**src/rtl/pc_unit_pkg.sv**
```systemverilog
// Shared types and constants for the fetch-side PC unit.
// Latency: n/a (declarations only).
// Backpressure: n/a.
package pc_unit_pkg;

    // One-hot-free 2-bit state encoding; all four codes are meaningful.
    typedef enum logic [1:0] {
        S_BOOT  = 2'b00,
        S_RUN   = 2'b01,
        S_HALT  = 2'b10,
        S_FAULT = 2'b11
    } pc_state_t;

    localparam logic [31:0] PC_STEP          = 32'd4;
    localparam logic [31:0] DEFAULT_RESET_PC = 32'h0000_0000;
    localparam logic [31:0] COUNT_MAX        = 32'hFFFF_FFFF;

    // A fetch address is legal only when word aligned.
    function automatic logic is_misaligned(input logic [31:0] addr);
        return addr[1:0] != 2'b00;
    endfunction

endpackage

```
**src/rtl/pc_branch_unit_if.sv**
```systemverilog
// Bundle of control inputs and PC/status outputs of the PC unit.
// Latency: n/a (wiring only).
// Backpressure: Stall input holds the PC; no ready signal back to the decoder.
interface pc_branch_unit_if;

    logic        Stall;
    logic        Branch;
    logic        Zero;
    logic        Jump;
    logic        Halt;
    logic [31:0] SignImmShifted;
    logic [25:0] InstrIdx;

    logic [31:0] PC;
    logic [31:0] PCPlus4;
    logic [31:0] PCBranch;
    logic        InstrValid;
    logic        Halted;
    logic        Fault;
    logic [31:0] TakenCount;

    // Decode/ALU side: drives control, observes PC and status.
    modport master (
        output Stall, Branch, Zero, Jump, Halt, SignImmShifted, InstrIdx,
        input  PC, PCPlus4, PCBranch, InstrValid, Halted, Fault, TakenCount
    );

    // PC unit side.
    modport slave (
        input  Stall, Branch, Zero, Jump, Halt, SignImmShifted, InstrIdx,
        output PC, PCPlus4, PCBranch, InstrValid, Halted, Fault, TakenCount
    );

endinterface

```
**src/rtl/pc_next_mux.sv**
```systemverilog
// Next-PC datapath: PC+4, branch target, jump target, priority select, alignment flag.
// Latency: purely combinational.
// Backpressure: none; the caller decides whether the selected target is committed.
module pc_next_mux
    import pc_unit_pkg::*;
(
    input  logic [31:0] pc,
    input  logic [31:0] sign_imm_shifted,
    input  logic [25:0] instr_idx,
    input  logic        jump,
    input  logic        take_branch,
    output logic [31:0] pc_plus4,
    output logic [31:0] pc_branch,
    output logic [31:0] target,
    output logic        misaligned
);

    logic [31:0] pc_jump;

    // Adders wrap modulo 2^32; the carry out is intentionally dropped.
    always_comb begin
        pc_plus4  = pc + PC_STEP;
        pc_branch = pc_plus4 + sign_imm_shifted;
        pc_jump   = {pc_plus4[31:28], instr_idx, 2'b00};
    end

    // Jump beats a taken branch, which beats sequential fetch.
    always_comb begin
        target = pc_plus4;
        if (jump) begin
            target = pc_jump;
        end else if (take_branch) begin
            target = pc_branch;
        end
        misaligned = is_misaligned(target);
    end

endmodule

```
**src/rtl/pc_branch_unit.sv**
```systemverilog
// Fetch PC register with next-PC select and BOOT/RUN/HALT/FAULT fetch-gating FSM.
// Latency: selected target appears on PC one edge later; PCPlus4/PCBranch follow PC combinationally.
// Backpressure: Stall holds PC and suppresses fault check and counting; Halt overrides Stall.
// Optional taken-branch counter enabled by defining PC_BRANCH_STATS_EN.
module pc_branch_unit
    import pc_unit_pkg::*;
#(
    parameter logic [31:0] RESET_PC    = DEFAULT_RESET_PC,
    parameter int unsigned BOOT_CYCLES = 2
)(
    input  logic             clk,
    input  logic             reset,
    pc_branch_unit_if.slave  pc_bus
);

    localparam logic [3:0] BOOT_LAST = 4'(BOOT_CYCLES - 1);

    pc_state_t   state;
    pc_state_t   state_next;
    logic [3:0]  boot_cnt;
    logic [3:0]  boot_cnt_next;
    logic [31:0] pc_q;
    logic [31:0] pc_next;

    logic        take_branch;
    logic [31:0] target;
    logic        misaligned;

    assign take_branch = pc_bus.Branch & pc_bus.Zero;

    pc_next_mux u_next_mux (
        .pc               (pc_q),
        .sign_imm_shifted (pc_bus.SignImmShifted),
        .instr_idx        (pc_bus.InstrIdx),
        .jump             (pc_bus.Jump),
        .take_branch      (take_branch),
        .pc_plus4         (pc_bus.PCPlus4),
        .pc_branch        (pc_bus.PCBranch),
        .target           (target),
        .misaligned       (misaligned)
    );

    // State, boot counter and PC registers.
    always_ff @(posedge clk or posedge reset) begin
        if (reset) begin
            state    <= S_BOOT;
            boot_cnt <= 4'd0;
            pc_q     <= RESET_PC;
        end else begin
            state    <= state_next;
            boot_cnt <= boot_cnt_next;
            pc_q     <= pc_next;
        end
    end

    // Next state and PC; inputs are only honoured while running.
    always_comb begin
        state_next    = state;
        boot_cnt_next = boot_cnt;
        pc_next       = pc_q;
        unique case (state)
            S_BOOT: begin
                if (boot_cnt == BOOT_LAST) begin
                    state_next = S_RUN;
                end else begin
                    boot_cnt_next = boot_cnt + 4'd1;
                end
            end
            S_RUN: begin
                if (pc_bus.Halt) begin
                    state_next = S_HALT;
                end else if (!pc_bus.Stall) begin
                    if (misaligned) begin
                        state_next = S_FAULT;
                    end else begin
                        pc_next = target;
                    end
                end
            end
            S_HALT, S_FAULT: begin
                state_next = state;
            end
            default: begin
                state_next = S_BOOT;
            end
        endcase
    end

    assign pc_bus.PC         = pc_q;
    assign pc_bus.InstrValid = (state == S_RUN);
    assign pc_bus.Halted     = (state == S_HALT);
    assign pc_bus.Fault      = (state == S_FAULT);

`ifdef PC_BRANCH_STATS_EN
    logic [31:0] taken_cnt;
    logic        count_en;

    // A taken branch counts only when it actually commits a new PC.
    assign count_en = (state == S_RUN) & ~pc_bus.Halt & ~pc_bus.Stall
                    & ~misaligned & take_branch & ~pc_bus.Jump;

    // Saturating taken-branch counter.
    always_ff @(posedge clk or posedge reset) begin
        if (reset) begin
            taken_cnt <= 32'd0;
        end else if (count_en && taken_cnt != COUNT_MAX) begin
            taken_cnt <= taken_cnt + 32'd1;
        end
    end

    assign pc_bus.TakenCount = taken_cnt;
`else
    assign pc_bus.TakenCount = 32'h0;
`endif

endmodule
```
**src/flat_wrapper.sv**
```systemverilog
// flat-port wrapper written by rule: the top's interface ports become plain ports
module pc_branch_unit_flat import pc_unit_pkg::*;
#(
    parameter logic [31:0] RESET_PC    = DEFAULT_RESET_PC,
    parameter int unsigned BOOT_CYCLES = 2
)
  (clk, reset, pc_bus_Stall, pc_bus_Branch, pc_bus_Zero, pc_bus_Jump, pc_bus_Halt, pc_bus_SignImmShifted, pc_bus_InstrIdx, pc_bus_PC, pc_bus_PCPlus4, pc_bus_PCBranch, pc_bus_InstrValid, pc_bus_Halted, pc_bus_Fault, pc_bus_TakenCount);
  pc_branch_unit_if pc_bus_i ();
  input  logic clk;
  input  logic reset;
  input wire logic [$bits(pc_bus_i.Stall)-1:0] pc_bus_Stall;
  input wire logic [$bits(pc_bus_i.Branch)-1:0] pc_bus_Branch;
  input wire logic [$bits(pc_bus_i.Zero)-1:0] pc_bus_Zero;
  input wire logic [$bits(pc_bus_i.Jump)-1:0] pc_bus_Jump;
  input wire logic [$bits(pc_bus_i.Halt)-1:0] pc_bus_Halt;
  input wire logic [$bits(pc_bus_i.SignImmShifted)-1:0] pc_bus_SignImmShifted;
  input wire logic [$bits(pc_bus_i.InstrIdx)-1:0] pc_bus_InstrIdx;
  output wire logic [$bits(pc_bus_i.PC)-1:0] pc_bus_PC;
  output wire logic [$bits(pc_bus_i.PCPlus4)-1:0] pc_bus_PCPlus4;
  output wire logic [$bits(pc_bus_i.PCBranch)-1:0] pc_bus_PCBranch;
  output wire logic [$bits(pc_bus_i.InstrValid)-1:0] pc_bus_InstrValid;
  output wire logic [$bits(pc_bus_i.Halted)-1:0] pc_bus_Halted;
  output wire logic [$bits(pc_bus_i.Fault)-1:0] pc_bus_Fault;
  output wire logic [$bits(pc_bus_i.TakenCount)-1:0] pc_bus_TakenCount;
  assign pc_bus_i.Stall = pc_bus_Stall;
  assign pc_bus_i.Branch = pc_bus_Branch;
  assign pc_bus_i.Zero = pc_bus_Zero;
  assign pc_bus_i.Jump = pc_bus_Jump;
  assign pc_bus_i.Halt = pc_bus_Halt;
  assign pc_bus_i.SignImmShifted = pc_bus_SignImmShifted;
  assign pc_bus_i.InstrIdx = pc_bus_InstrIdx;
  assign pc_bus_PC = pc_bus_i.PC;
  assign pc_bus_PCPlus4 = pc_bus_i.PCPlus4;
  assign pc_bus_PCBranch = pc_bus_i.PCBranch;
  assign pc_bus_InstrValid = pc_bus_i.InstrValid;
  assign pc_bus_Halted = pc_bus_i.Halted;
  assign pc_bus_Fault = pc_bus_i.Fault;
  assign pc_bus_TakenCount = pc_bus_i.TakenCount;
  pc_branch_unit #(.RESET_PC(RESET_PC), .BOOT_CYCLES(BOOT_CYCLES)) u_core (.clk(clk), .reset(reset), .pc_bus(pc_bus_i));
endmodule
```
**config.mk**
```make
export PLATFORM = sky130hd
export DESIGN_NAME = pc_branch_unit_flat
export DESIGN_NICKNAME = d
export VERILOG_FILES = /design/src/rtl/pc_unit_pkg.sv /design/src/rtl/pc_branch_unit_if.sv /design/src/rtl/pc_next_mux.sv /design/src/rtl/pc_branch_unit.sv /design/src/flat_wrapper.sv
export SDC_FILE = /design/constraint.sdc
export NUM_CORES = 1
export LEC_CHECK = 0
export ABC_AREA = 1
export BUFFER_PORTS_ARGS = -buffer_cell sky130_fd_sc_hd__buf_2
export CAP_MARGIN = 20
export CORE_MARGIN = 5
export CORE_UTILIZATION = 56
export CTS_CLUSTER_DIAMETER = 50
export DETAILED_ROUTE_END_ITERATION = 16
export PLACE_DENSITY = 0.95
export SYNTH_ARGS = -nofsm -noshare
export SYNTH_HDL_FRONTEND = slang
export SYNTH_SLANG_ARGS = --single-unit
export TNS_END_PERCENT = 30
```
**constraint.sdc**
```tcl
create_clock -name clk -period 11.2 [get_ports clk]
set_input_delay 3.36 -clock clk [delete_from_list [all_inputs] [get_ports clk]]
set_output_delay 3.36 -clock clk [all_outputs]
set_load 0.03 [all_outputs]
```
==> impl_metrics.tcl <==
set metrics [dict create \
    vias 6649 \
    setup_viol 0 \
    finalNetCount 1235 \
    dieHeight_um 110 \
    grt_max_degree 44 \
    cts_hold_buf 0 \
    drive_gt1_share_pct 17.7 \
    total_power_uw 536 \
    fin_area_sq_mm 0.00648 \
    drt-pass1-iter-count 7 \
    cts_resized 0 \
    fp.coreArea_sq_mm 0.00977 \
    clkTransAtPathRegs_ps 80 \
    wirelength_mm 18.7 \
    grt_pass1_wl_mm 29.1 \
    fin_crit_sh_pct 78.2 \
    antenna_cells 0 \
    postSynthCellCount 975 \
    synth_xor_area_share_pct 5.00 \
    worst_pin_slew_ps 883 \
    ys_ff_latch 38 \
    place_congestion 1.00 \
    cap_violations 0 \
    antenna_found_initial 0 \
    slew_headroom_pct 41.0 \
    rsz0062_at_grt "false" \
    synth_flop_cell "dfrtp_1" \
    cts_buffers 5 \
    clock.fmax_ghz 0.114 \
    area_growth_pct 15.7 \
    overflow 0 \
    arrival_ps 5400 \
    grt_pass1_vias 5974 \
    synth_mux_area_share_pct 0 \
    synth-async-reset-ratio_pct 100 \
    place_area_sq_mm 0.00639 \
    avgSynthCellArea_sq_um 5.75 \
    wl_per_cell_um 14.8 \
    synthSimpleGateAreaFrac_pct 43.5 \
    synth_compound_area_share_pct 9.04 \
    cts_sinks 38 \
    die_w_um 110 \
    cts_root_buf "clkbuf_8" \
    synth_warnings 0 \
    yosysUniqueCellTypes 39 \
    synth_edf_count 0 \
    p_per_area_mw_per_mm2 82.6 \
    synth_top_family_by_area "simple AND/OR/NAND/NOR gates" \
    synthesis.area_sq_mm 0.00560 \
    track_usage_pct 30.7 \
    portBuffers 163 \
    slew_violations 0 \
    clock_skew_ps 5.96 \
    fin_tns_setup_ps 0 \
    holdCritPathClass "reg2reg" \
    leakage_nw 3.94 \
    cts_tree "yes" \
    required_ps 7840 \
    row_count 36 \
    fin_crit_ps 8760 \
    timing_hold_violations_final 0 \
    cts.path.max_buffers 2 \
    ant_nets 0 \
    worstPathMaxFanout 4 \
    dpl.hpwl_mm 15.6 \
    die_area_sq_mm 0.0121 \
    synth_fa_ha_area_share_pct 9.29 \
    clock_latency_ps 290 \
    drt-initial-drc-count 497 \
    ios 196 \
    ir_drop_uv 49.6 \
    endpoint_kind "output pin" \
    crit_path_start_kind "input pin" \
    cts_setup_buffers 0 \
    viasPerCell 5.26 \
    crit_type "in2out" \
    status "finished, final reports clean" \
    seq_area_frac_synth_pct 17.0 \
    drc 0 \
    h-tree-depth 2 \
    initial_core_util_pct 57.3 \
]
-- metrics by stage --
stage | hold WS (ps) | utilization (%) | instances | setup WS, ps
floorplan | 442 | - | 1006 | 2850
global placement | 458 | 65.3 | 1255 | 2580
detailed placement | 464 | 65.3 | 1255 | 2510
CTS | 477 | 66.3 | 1263 | 2500
global route | 496 | 66.3 | 1263 | 2310
finish | 472 | 66.3 | 1263 | 2440
-- routing by layer --
metal	global-route usage (%)	vias up	routed length, um
met5	0	-	0
met4	9.53	0	560
met3	3.49	44	1940
met2	50.2	334	8490
met1	42.4	3006	7730
li1	-	3265	-
-- kinds of logic (layout without fill, tap and decap cells) --
family,after synthesis,count (layout)
xor gates and xnor gates,32,32
AOI/OAI and AO/OA,91,91
DFF,38,38
other,1,32
and+or+nand+nor,569,569
buffers and inverters,203,327
adders and majority gates,41,41
-- report_power, final --
part           internal, mW  switching [mW]  leakage [nW]
Sequential            0.143         0.00992         0.491
Clock                0.0495          0.0521        0.0472
Combinational        0.0787           0.203          3.40
Total                 0.271           0.265          3.94
-- flip-flops by register name, summed over array words and instances (netlist names) --
| signal | cells |
|---|---|
| u_core.boot_cnt | 4 |
| u_core.state | 2 |
| u_core.pc_bus.PC | 32 |
-- area by class of cell --
class	count	area (sq um)
fillers	977	3290
clock inverters	2	12.5
clock buffers	6	82.6
well taps	133	166
multi-input cells	765	3860
repair buffers	164	823
inverters	155	582
flip-flops and latches	38	951
-- synth_stat cells (2+ instances only) --
library cell | count | area [sq um]
a21o_1 | 2 | 15.0
nand3b_1 | 10 | 75.1
nor2_1 | 94 | 353
and2_1 | 21 | 131
o21bai_1 | 6 | 45.0
dfrtp_1 | 38 | 951
xor2_1 | 25 | 219
buf_2 | 6 | 30.0
clkbuf_1 | 4 | 15.0
and3_1 | 2 | 12.5
nor2_2 | 4 | 25.0
a31oi_1 | 4 | 25.0
inv_2 | 3 | 11.3
nor3_1 | 4 | 20.0
o211ai_1 | 2 | 15.0
ha_1 | 40 | 500
o21ai_1 | 2 | 10.0
nand2_1 | 344 | 1290
a21oi_1 | 59 | 295
nand3_1 | 62 | 310
buf_4 | 36 | 270
buf_1 | 2 | 7.51
nand4_1 | 8 | 50.1
a41oi_1 | 2 | 17.5
or2_2 | 3 | 18.8
nor2_4 | 6 | 67.6
inv_1 | 152 | 571
o21ai_0 | 10 | 50.1
xnor2_1 | 7 | 61.3
nand2_2 | 6 | 37.5
a21oi_2 | 3 | 26.3
-- layout by cell type, fill, tap and decap left out, types with 8 or more instances in the layout --
cell type / count
nand2_1: 344
buf_2: 163
inv_1: 152
nor2_1: 94
nand3_1: 62
a21oi_1: 59
ha_1: 40
dfrtp_1: 38
conb_1: 32
xor2_1: 25
and2_1: 21
nand3b_1: 10
o21ai_0: 10
nand4_1: 8
-- final timing paths --
| kind | cells after the start | startpoint | slack, ps | end |
|---|---|---|---|---|
| worst max-delay path | 13 | pc_bus_SignImmShifted[0] | 2440 | pc_bus_PCBranch[16] |
| worst max register to register | 17 | u_core.pc_bus.PC[2] | 7640 | u_core.pc_bus.PC[21] |
| max in group asynchronous | 3 | reset | 7670 | u_core.pc_bus.PC[30] |
| worst min register to register | 1 | u_core.boot_cnt[3] | 470 | u_core.boot_cnt[3] |
| worst min-delay path | 1 | u_core.boot_cnt[3] | 470 | u_core.boot_cnt[3] |
| min in group asynchronous | 3 | reset | 3170 | u_core.boot_cnt[3] |
-- worst max-delay path, stage by stage --
cell and delay, ps:
buf_2 100, ha_1 230, fa_1 440, nand3_1 90
nand3_1 130, nand2_1 100, nand2_1 100, nand2_1 70
nand2_1 170, nand2_1 160, nand3b_1 110, and2_1 170
buf_2 170
No activity file was read; power rests on OpenSTA's default activity.
